### config.mk
export PLATFORM = sky130hd
export DESIGN_NAME = nibble_bus_receiver
export DESIGN_NICKNAME = d
export VERILOG_FILES = /design/src/rtl/nibble_bus_receiver_pkg.sv /design/src/rtl/nibble_bus_receiver_byte_fifo.sv /design/src/rtl/nibble_bus_receiver.sv
export SDC_FILE = /design/constraint.sdc
export NUM_CORES = 1
export LEC_CHECK = 0
export ABC_AREA = 1
export CORE_MARGIN = 1.5
export CORE_UTILIZATION = 57
export DETAILED_ROUTE_END_ITERATION = 10
export GPL_TIMING_DRIVEN = 0
export PLACE_DENSITY = 0.79
export SLEW_MARGIN = 20
export SYNTH_ARGS = -nofsm -noshare
export SYNTH_HDL_FRONTEND = slang
export SYNTH_SLANG_ARGS = --single-unit
### constraint.sdc
create_clock -name clk -period 2.2 [get_ports clk]
set_input_delay 0.44 -clock clk [delete_from_list [all_inputs] [get_ports clk]]
set_output_delay 0.44 -clock clk [all_outputs]
set_load 0.02 [all_outputs]
### src/rtl/nibble_bus_receiver_pkg.sv
// Shared constants for the nibble bus receiver: data widths, timer width and FSM encodings.
package nibble_bus_receiver_pkg;

    localparam int unsigned NIBBLE_W = 4;
    localparam int unsigned BYTE_W   = 8;
    localparam int unsigned TMR_W    = 8;

    localparam logic [0:0] ST_IDLE = 1'b0;
    localparam logic [0:0] ST_HALF = 1'b1;

endpackage

### src/rtl/nibble_bus_receiver_byte_fifo.sv
// Byte FIFO with level count; a push into a full FIFO is accepted only when a pop happens in the same cycle.
module byte_fifo
    import nibble_bus_receiver_pkg::*;
#(
    parameter int unsigned DEPTH = 4
) (
    input  logic                     clk,
    input  logic                     rst,
    input  logic                     push,
    input  logic [BYTE_W-1:0]        push_data,
    input  logic                     pop,
    output logic [BYTE_W-1:0]        rd_data,
    output logic                     full,
    output logic                     empty,
    output logic [$clog2(DEPTH):0]   level
);

    localparam int unsigned PTR_W = $clog2(DEPTH);
    localparam int unsigned LVL_W = PTR_W + 1;

    logic [BYTE_W-1:0] mem [DEPTH];
    logic [PTR_W-1:0]  wr_ptr;
    logic [PTR_W-1:0]  rd_ptr;
    logic [LVL_W-1:0]  count;
    logic              pop_ok_c;
    logic              push_ok_c;

    assign empty     = (count == '0);
    assign full      = (count == LVL_W'(DEPTH));
    assign pop_ok_c  = pop && !empty;
    assign push_ok_c = push && (!full || pop_ok_c);
    assign rd_data   = mem[rd_ptr];
    assign level     = count;

    // Storage is cleared on reset so the head reads 8'h00 out of reset.
    always_ff @(posedge clk) begin
        if (rst) begin
            wr_ptr <= '0;
            rd_ptr <= '0;
            count  <= '0;
            for (int i = 0; i < int'(DEPTH); i++) begin
                mem[i] <= '0;
            end
        end else begin
            if (push_ok_c) begin
                mem[wr_ptr] <= push_data;
                wr_ptr      <= PTR_W'(wr_ptr + 1'b1);
            end
            if (pop_ok_c) begin
                rd_ptr <= PTR_W'(rd_ptr + 1'b1);
            end
            count <= LVL_W'(count + LVL_W'(push_ok_c) - LVL_W'(pop_ok_c));
        end
    end

endmodule

### src/rtl/nibble_bus_receiver.sv
// Pairs nibbles sampled from the shared tristate bus into bytes (low first), buffers them,
// and flags abandoned half-bytes (timeout) and dropped bytes (overflow).
module nibble_bus_receiver
    import nibble_bus_receiver_pkg::*;
#(
    parameter int unsigned DEPTH   = 4,
    parameter int unsigned TIMEOUT = 15
) (
    input  logic                    clk,
    input  logic                    rst,
    input  logic [NIBBLE_W-1:0]     bus_i,
    input  logic                    bus_oe,
    output logic [BYTE_W-1:0]       out_data,
    output logic                    out_valid,
    input  logic                    out_ready,
    output logic [$clog2(DEPTH):0]  level,
    output logic                    frame_err,
    output logic                    overflow
);

    logic [0:0]          state_q;
    logic [0:0]          state_d;
    logic [TMR_W-1:0]    timer_q;
    logic [TMR_W-1:0]    timer_d;
    logic [NIBBLE_W-1:0] low_q;
    logic [NIBBLE_W-1:0] low_d;
    logic                frame_err_d;
    logic                overflow_d;
    logic                push_c;
    logic [BYTE_W-1:0]   byte_c;
    logic                full;
    logic                empty;

    assign byte_c    = {bus_i, low_q};
    assign out_valid = !empty;

    always_ff @(posedge clk) begin
        if (rst) begin
            state_q   <= ST_IDLE;
            timer_q   <= '0;
            low_q     <= '0;
            frame_err <= 1'b0;
            overflow  <= 1'b0;
        end else begin
            state_q   <= state_d;
            timer_q   <= timer_d;
            low_q     <= low_d;
            frame_err <= frame_err_d;
            overflow  <= overflow_d;
        end
    end

    // A strobe in HALF always completes the byte, even on the cycle the timer would expire.
    always_comb begin
        state_d     = state_q;
        timer_d     = timer_q;
        low_d       = low_q;
        push_c      = 1'b0;
        frame_err_d = 1'b0;
        case (state_q)
            ST_IDLE: begin
                if (bus_oe) begin
                    low_d   = bus_i;
                    timer_d = '0;
                    state_d = ST_HALF;
                end
            end
            ST_HALF: begin
                if (bus_oe) begin
                    push_c  = 1'b1;
                    timer_d = '0;
                    state_d = ST_IDLE;
                end else if (timer_q == TMR_W'(TIMEOUT - 1)) begin
                    frame_err_d = 1'b1;
                    timer_d     = '0;
                    state_d     = ST_IDLE;
                end else begin
                    timer_d = TMR_W'(timer_q + 1'b1);
                end
            end
            default: begin
                state_d = ST_IDLE;
                timer_d = '0;
            end
        endcase
    end

    assign overflow_d = push_c && full && !(out_ready && out_valid);

    byte_fifo #(
        .DEPTH (DEPTH)
    ) u_fifo (
        .clk       (clk),
        .rst       (rst),
        .push      (push_c),
        .push_data (byte_c),
        .pop       (out_ready),
        .rd_data   (out_data),
        .full      (full),
        .empty     (empty),
        .level     (level)
    );

endmodule
==> impl_metrics.json, run 1 <==
{
  "ys_types": 26,
  "period_needed_ns": 2.081,
  "num_rows": 23,
  "final_cells": 353,
  "hold_path.class": "in -> reg",
  "setup.worst_path.end_class": "register",
  "yosys_warnings": 0,
  "die_w_um": 69.16,
  "cp_top_family": "buffers and inverters",
  "antenna_found_initial": 0,
  "htreeDepth": 2,
  "max-slew-margin-rel_pct": 43.45,
  "initial_utilization_pct": 60.63,
  "path_buf_inv": 3,
  "swShare_pct": 30.97,
  "clkSinkCount": 56,
  "path_cells": "clkdlybuf4s50_1 -> nand2_1 -> clkinv_1 -> nand2_2 -> inv_1 -> ha_1 -> fa_1 -> or2_2 -> a21oi_1",
  "grt_pass1_vias": 1769,
  "post_drt_via_cell_ratio": 5.280,
  "timing.rr.start": "u_fifo.level[1]",
  "syn_area_per_cell_um2": 9.105,
  "io_pins": 22,
  "worst-slew-pin-transition_ns": 0.8427,
  "worstPathRequired_ns": 2.45,
  "layout_common_cells": "nor2_1 (55), inv_1 (39), nand2_1 (37)",
  "total_power_uw": 2577,
  "synth_cells": 274,
  "grt_max_degree": 17,
  "area_growth_pct": 15.50,
  "whs_ns": 0.3814,
  "route.vias.total": 1864,
  "fin_crit_sh_pct": 94.58,
  "status": "finished, final reports clean",
  "design.die.area_um2": 4783,
  "irDropWorstVdd_mv": 0.5385,
  "setup_slack_ns": 0.1193,
  "grt.total_usage_pct": 21.66,
  "p_per_area_nw_per_um2": 894.2,
  "ys_top_cells_by_area": "edfxtp_1 (39%), dfxtp_1 (19%), nor2_1 (8.4%)",
  "p_leak_uw": 0.001169,
  "die_y_um": 69.16,
  "synth_top_area_share_pct": 38.52,
  "finalSetupViolations": 0,
  "grt_pass1_wl_mm": 8.128,
  "dp_slack_ns": -0.2481,
  "crit_slowest_cell": "clkdlybuf4s50_1",
  "diodes": 0,
  "drv_cap": 0,
  "synth_seq_area_share_pct": 57.77,
  "ant_nets": 0,
  "numPortBuffers": 20,
  "fmax_ghz": 0.4806,
  "hpwl_mm": 3.347,
  "p_clk_share_pct": 25.7,
  "layout-drive-gt1-share_pct": 10.23,
  "maxSlewViolCount": 0,
  "syn_nets": 287,
  "first_iter_violations": 177,
  "finalHoldViolCount": 0,
  "hold_path.startpoint": "rst",
  "fin_nets": 315,
  "cts_buffers": 5,
  "dpl.cell_count": 345,
  "yosys.area.top_type": "edfxtp_1",
  "worstSetupStartpointType": "input port",
  "wl_per_cell_um": 13.50,
  "clk_path_buf_depth": 2,
  "p_switching_uw": 797.9,
  "netlist_area_um2": 2495,
  "cts_root_buf": "clkbuf_8",
  "synth_seq_cells": 56,
  "post-route-util_pct": 70.02,
  "worstSetupPathType": "in -> reg",
  "drc_errors": 0,
  "cp_slowest_stage_delay_ns": 0.45,
  "combPwrFrac_pct": 26.2,
  "arrival_ns": 2.33,
  "seqPwrFrac_pct": 48.0,
  "p_int_uw": 1779,
  "final_common_cell": "nor2_1",
  "finClkSkew_ns": 0.006746,
  "dr.pass1.iters": 4,
  "routabilityCongestion": 0.8257,
  "cts_tree": "yes",
  "rsz0062_at_grt": "yes",
  "clk_latency_ns": 0.31,
  "critPathMaxFanout": 4,
  "routed_wl_mm": 4.765,
  "coreArea_um2": 4115,
  "clkTransAtPathRegs_ns": 0.09,
  "worstSetupStartpoint": "bus_oe",
  "grt_overflow": 0
}
==> cells by family (layout without fill, tap and decap cells) <==
| group | count (synthesis) | in the layout | share of synthesized area (%) |
|---|---|---|---|
| and+or+nand+nor | 113 | 113 | 20.41 |
| DFF | 56 | 56 | 57.77 |
| AOI/OAI and AO/OA | 52 | 52 | 10.93 |
| buffers and inverters | 46 | 75 | 7.372 |
| adders and majority gates | 5 | 5 | 2.809 |
| xor gates and xnor gates | 2 | 2 | 0.7022 |
==> power groups by stage <==
stage          logic (uW)  registers (uW)  clock network (uW)
5_1_grt               751            1250                 711
2_1_floorplan         424            1260                   0
4_1_cts               682            1240                 672
3_3_place_gp          699            1260                   0
3_5_place_dp          723            1260                   0
6_report              676            1240                 663
==> metrics by stage <==
stage / setup TNS, ns / cell area [um2]
floorplan: 0 / 2497
global placement: -9.335 / 2760
detailed placement: -2.227 / 2773
CTS: 0 / 2874
global route: -0.005959 / 2882
finish: 0 / 2882
==> area by class of cell <==
cell class | instances | area (um2)
plain buffers | 4 | 25.02
multi-input cells | 172 | 882.1
repair buffers | 21 | 198.9
clock inverters | 2 | 35.03
fillers | 339 | 1234
clock buffers | 6 | 72.57
well taps | 50 | 62.56
flip-flops and latches | 56 | 1444
inverters | 42 | 161.4
==> metal layers <==
layer	track usage, %	wire length (um)
met1	26.50	2026
met2	37.71	2419
met3	4.532	255
met4	7.843	64
met5	0	0
==> synth_stat cells <==
cell type  number
a21oi_1        14
buf_2           3
buf_4           1
clkinv_1        1
clkinv_2        1
dfxtp_1        24
edfxtp_1       32
fa_1            1
ha_1            4
inv_1          39
inv_4           1
nand2_1        39
nand2_2         3
nand3_1         4
nand3_4         3
nor2_1         56
nor2_2          3
nor2_8          1
nor3_1          2
nor4_1          1
o21ai_0        26
o21ai_1         3
o22ai_1         8
o31ai_1         1
or2_2           1
xor2_1          2
==> registers in the layout, indices dropped and copies added, names as in the netlist, named ones only <==
name / flops
u_fifo.mem: 32
timer_q: 8
low_q: 4
u_fifo.level: 3
u_fifo.rd_ptr: 2
u_fifo.wr_ptr: 2
frame_err: 1
overflow: 1
state_q: 1
==> worst reg2reg max path, cell delays in order (launching register included) <==
cell     delay (ns)
dfxtp_1        0.36
nor2_2         0.14
nand2_2        0.06
nand2_1        0.09
inv_1          0.07
ha_1           0.26
inv_1          0.04
ha_1           0.20
fa_1           0.38
or2_2          0.30
a21oi_1        0.11
==> final timing paths <==
kind / end / slack [ns] / depth (start not counted)
max: u_fifo.level[2] / 0.12 / 9
min: timer_q[3] / 0.38 / 2
max reg2reg: u_fifo.level[2] / 0.14 / 10
min reg2reg: register / 0.46 / 2
==> repair_timing <==
action | in CTS | in global routing
hold buffers | 0 | 0
buffers inserted | 0 | 0
endpoints found under the setup margin | 8 | 2
pin swaps | 0 | 0
gates resized for setup | 10 | 4
No activity file was read; power rests on OpenSTA's default activity.
==> inputs of run 2 (changes only) <==
CORE_MARGIN = unset   (was 1.5)
==> run 2 against run 1 <==
Net effect:
- clock skew is 0.0020 ns higher
- die area is 2.9% lower
- register-to-register slack better by 0.05 ns
- sequential share of layout area is 0.24 points lower
==> impl_metrics.json, run 2 (same netlist as run 1, synthesis figures left out) <==
{
  "status": "finished, final reports clean",
  "cts_buffers": 5,
  "cts_tree": "yes",
  "timing.rr.start": "u_fifo.level[1]",
  "io_pins": 22,
  "hold_path.class": "in -> reg",
  "drc_errors": 0,
  "fin_setup_tns_ns": 0,
  "fin_crit_sh_pct": 95.16,
  "grt_pass1_wl_mm": 8.148,
  "worstPathRequired_ns": 1.76,
  "irDropWorstVdd_mv": 0.5893,
  "antenna_found_initial": 0,
  "layout_common_cells": "nor2_1 (55), inv_1 (39), nand2_1 (37)",
  "worst-slew-pin-transition_ns": 0.8193,
  "clkTransAtPathRegs_ns": 0.10,
  "post_drt_via_cell_ratio": 5.326,
  "finClkSkew_ns": 0.008721,
  "setup.worst_path.end_class": "output port",
  "path_cells": "inv_1 -> buf_4 -> o21ai_0 -> o22ai_1 -> dlygate4sd2_1",
  "cts_root_buf": "clkbuf_8",
  "die_w_um": 68.16,
  "reg_top3": "u_fifo.mem (32), timer_q (8), low_q (4)",
  "final_common_cell": "nor2_1",
  "clk_path_buf_depth": 2,
  "critPathMaxFanout": 10,
  "first_iter_violations": 152,
  "regMostFlops": "u_fifo.mem",
  "regArea_um2": 1448,
  "fmax_ghz": 0.4777,
  "routed_wl_mm": 4.889,
  "route.vias.total": 1880,
  "design.die.area_um2": 4646,
  "dr.pass1.iters": 4,
  "dpl.cell_count": 345,
  "htreeDepth": 2,
  "num_rows": 23,
  "max-slew-margin-rel_pct": 45.01,
  "worstSetupStartpointType": "register",
  "final_cells": 353,
  "finalSetupViolations": 0,
  "worstSetupPathType": "reg -> out",
  "finalHoldViolCount": 0,
  "hold_path.startpoint": "rst",
  "clk_latency_ns": 0.31,
  "initial_utilization_pct": 60.63,
  "rsz0062_at_grt": "no",
  "ant_nets": 0,
  "grt_max_degree": 19,
  "hpwl_mm": 3.415,
  "grt_overflow": 0,
  "maxSlewViolCount": 0,
  "grt.total_usage_pct": 24.55,
  "cp_top_family": "buffers and inverters",
  "drv_cap": 0,
  "wl_per_cell_um": 13.85,
  "numPortBuffers": 20,
  "largest_reg_flops": 32,
  "arrival_ns": 1.65,
  "area_growth_pct": 16.35,
  "routabilityCongestion": 0.8308,
  "p_leak_uw": 0.001175,
  "cp_slowest_stage_delay_ns": 0.39,
  "period_needed_ns": 2.093,
  "die_y_um": 68.16,
  "n_fill_cell": 326,
  "diodes": 0,
  "layout-drive-gt1-share_pct": 11.22,
  "p_per_area_nw_per_um2": 901.4,
  "crit_slowest_cell": "dfxtp_4",
  "multi_input_area_um2": 889.6,
  "grt_pass1_vias": 1865,
  "path_buf_inv": 3,
  "fin_nets": 315,
  "coreArea_um2": 4115,
  "clkSinkCount": 56
}
## run 2: layout make-up
cell class | instances | share of cell area [%]
timing repair buffer | 21 | 6.810
tap | 50 | 2.155
inverter | 42 | 5.560
clock buffer | 5 | 2.371
sequential | 56 | 49.87
clock inverter | 3 | 1.638
buffer | 4 | 0.9483
multi-input combinational | 172 | 30.65
## run 2: per-stage QoR
step	hold WS, ns	instance area [um2]	power [uW]	setup slack (ns)	utilization (%)
2_1_floorplan	0.4329	2497	1683	0.04122	-
3_5_place_dp	0.4537	2773	1982	-0.2494	67.38
6_report	0.3681	2903	2617	0.1065	70.54
3_3_place_gp	0.4438	2760	1953	-0.6491	67.07
5_1_grt	0.3697	2903	2762	0.005432	70.54
4_1_cts	0.3699	2885	2616	0.05751	70.11
## run 2: final timing paths
check	endpoint	slack, ns	depth (start not counted)
setup / recovery	out_data[5]	0.11	5
hold / removal	u_fifo.level[1]	0.37	2
setup reg to reg	u_fifo.level[2]	0.19	10
hold reg to reg	register	0.46	2
## run 2: timing repair
action | 4_1_cts | 5_1_grt
setup endpoints to repair | 8 | 3
setup buffers | 0 | 0
gates resized for setup | 11 | 7
hold buffers | 0 | 0
pin swaps | 0 | 1
## run 2: power by group
part | leakage [uW] | switching [uW] | internal [uW]
sequential | 0.000528 | 66.5 | 1180
combinational | 0.000589 | 413 | 269
clock | 0.0000583 | 343 | 343
total | 0.00118 | 822 | 1790
## run 2: metal layers
metal / share of wire [%] / routed length [um] / vias to the layer above / global-route usage, %
li1: - / - / 949 / -
met1: 43 / 2082 / 885 / 26.96
met2: 52 / 2523 / 40 / 45.59
met3: 4.5 / 218 / 6 / 4.333
met4: 1.3 / 64 / 0 / 10.68
met5: 0 / 0 / - / 0
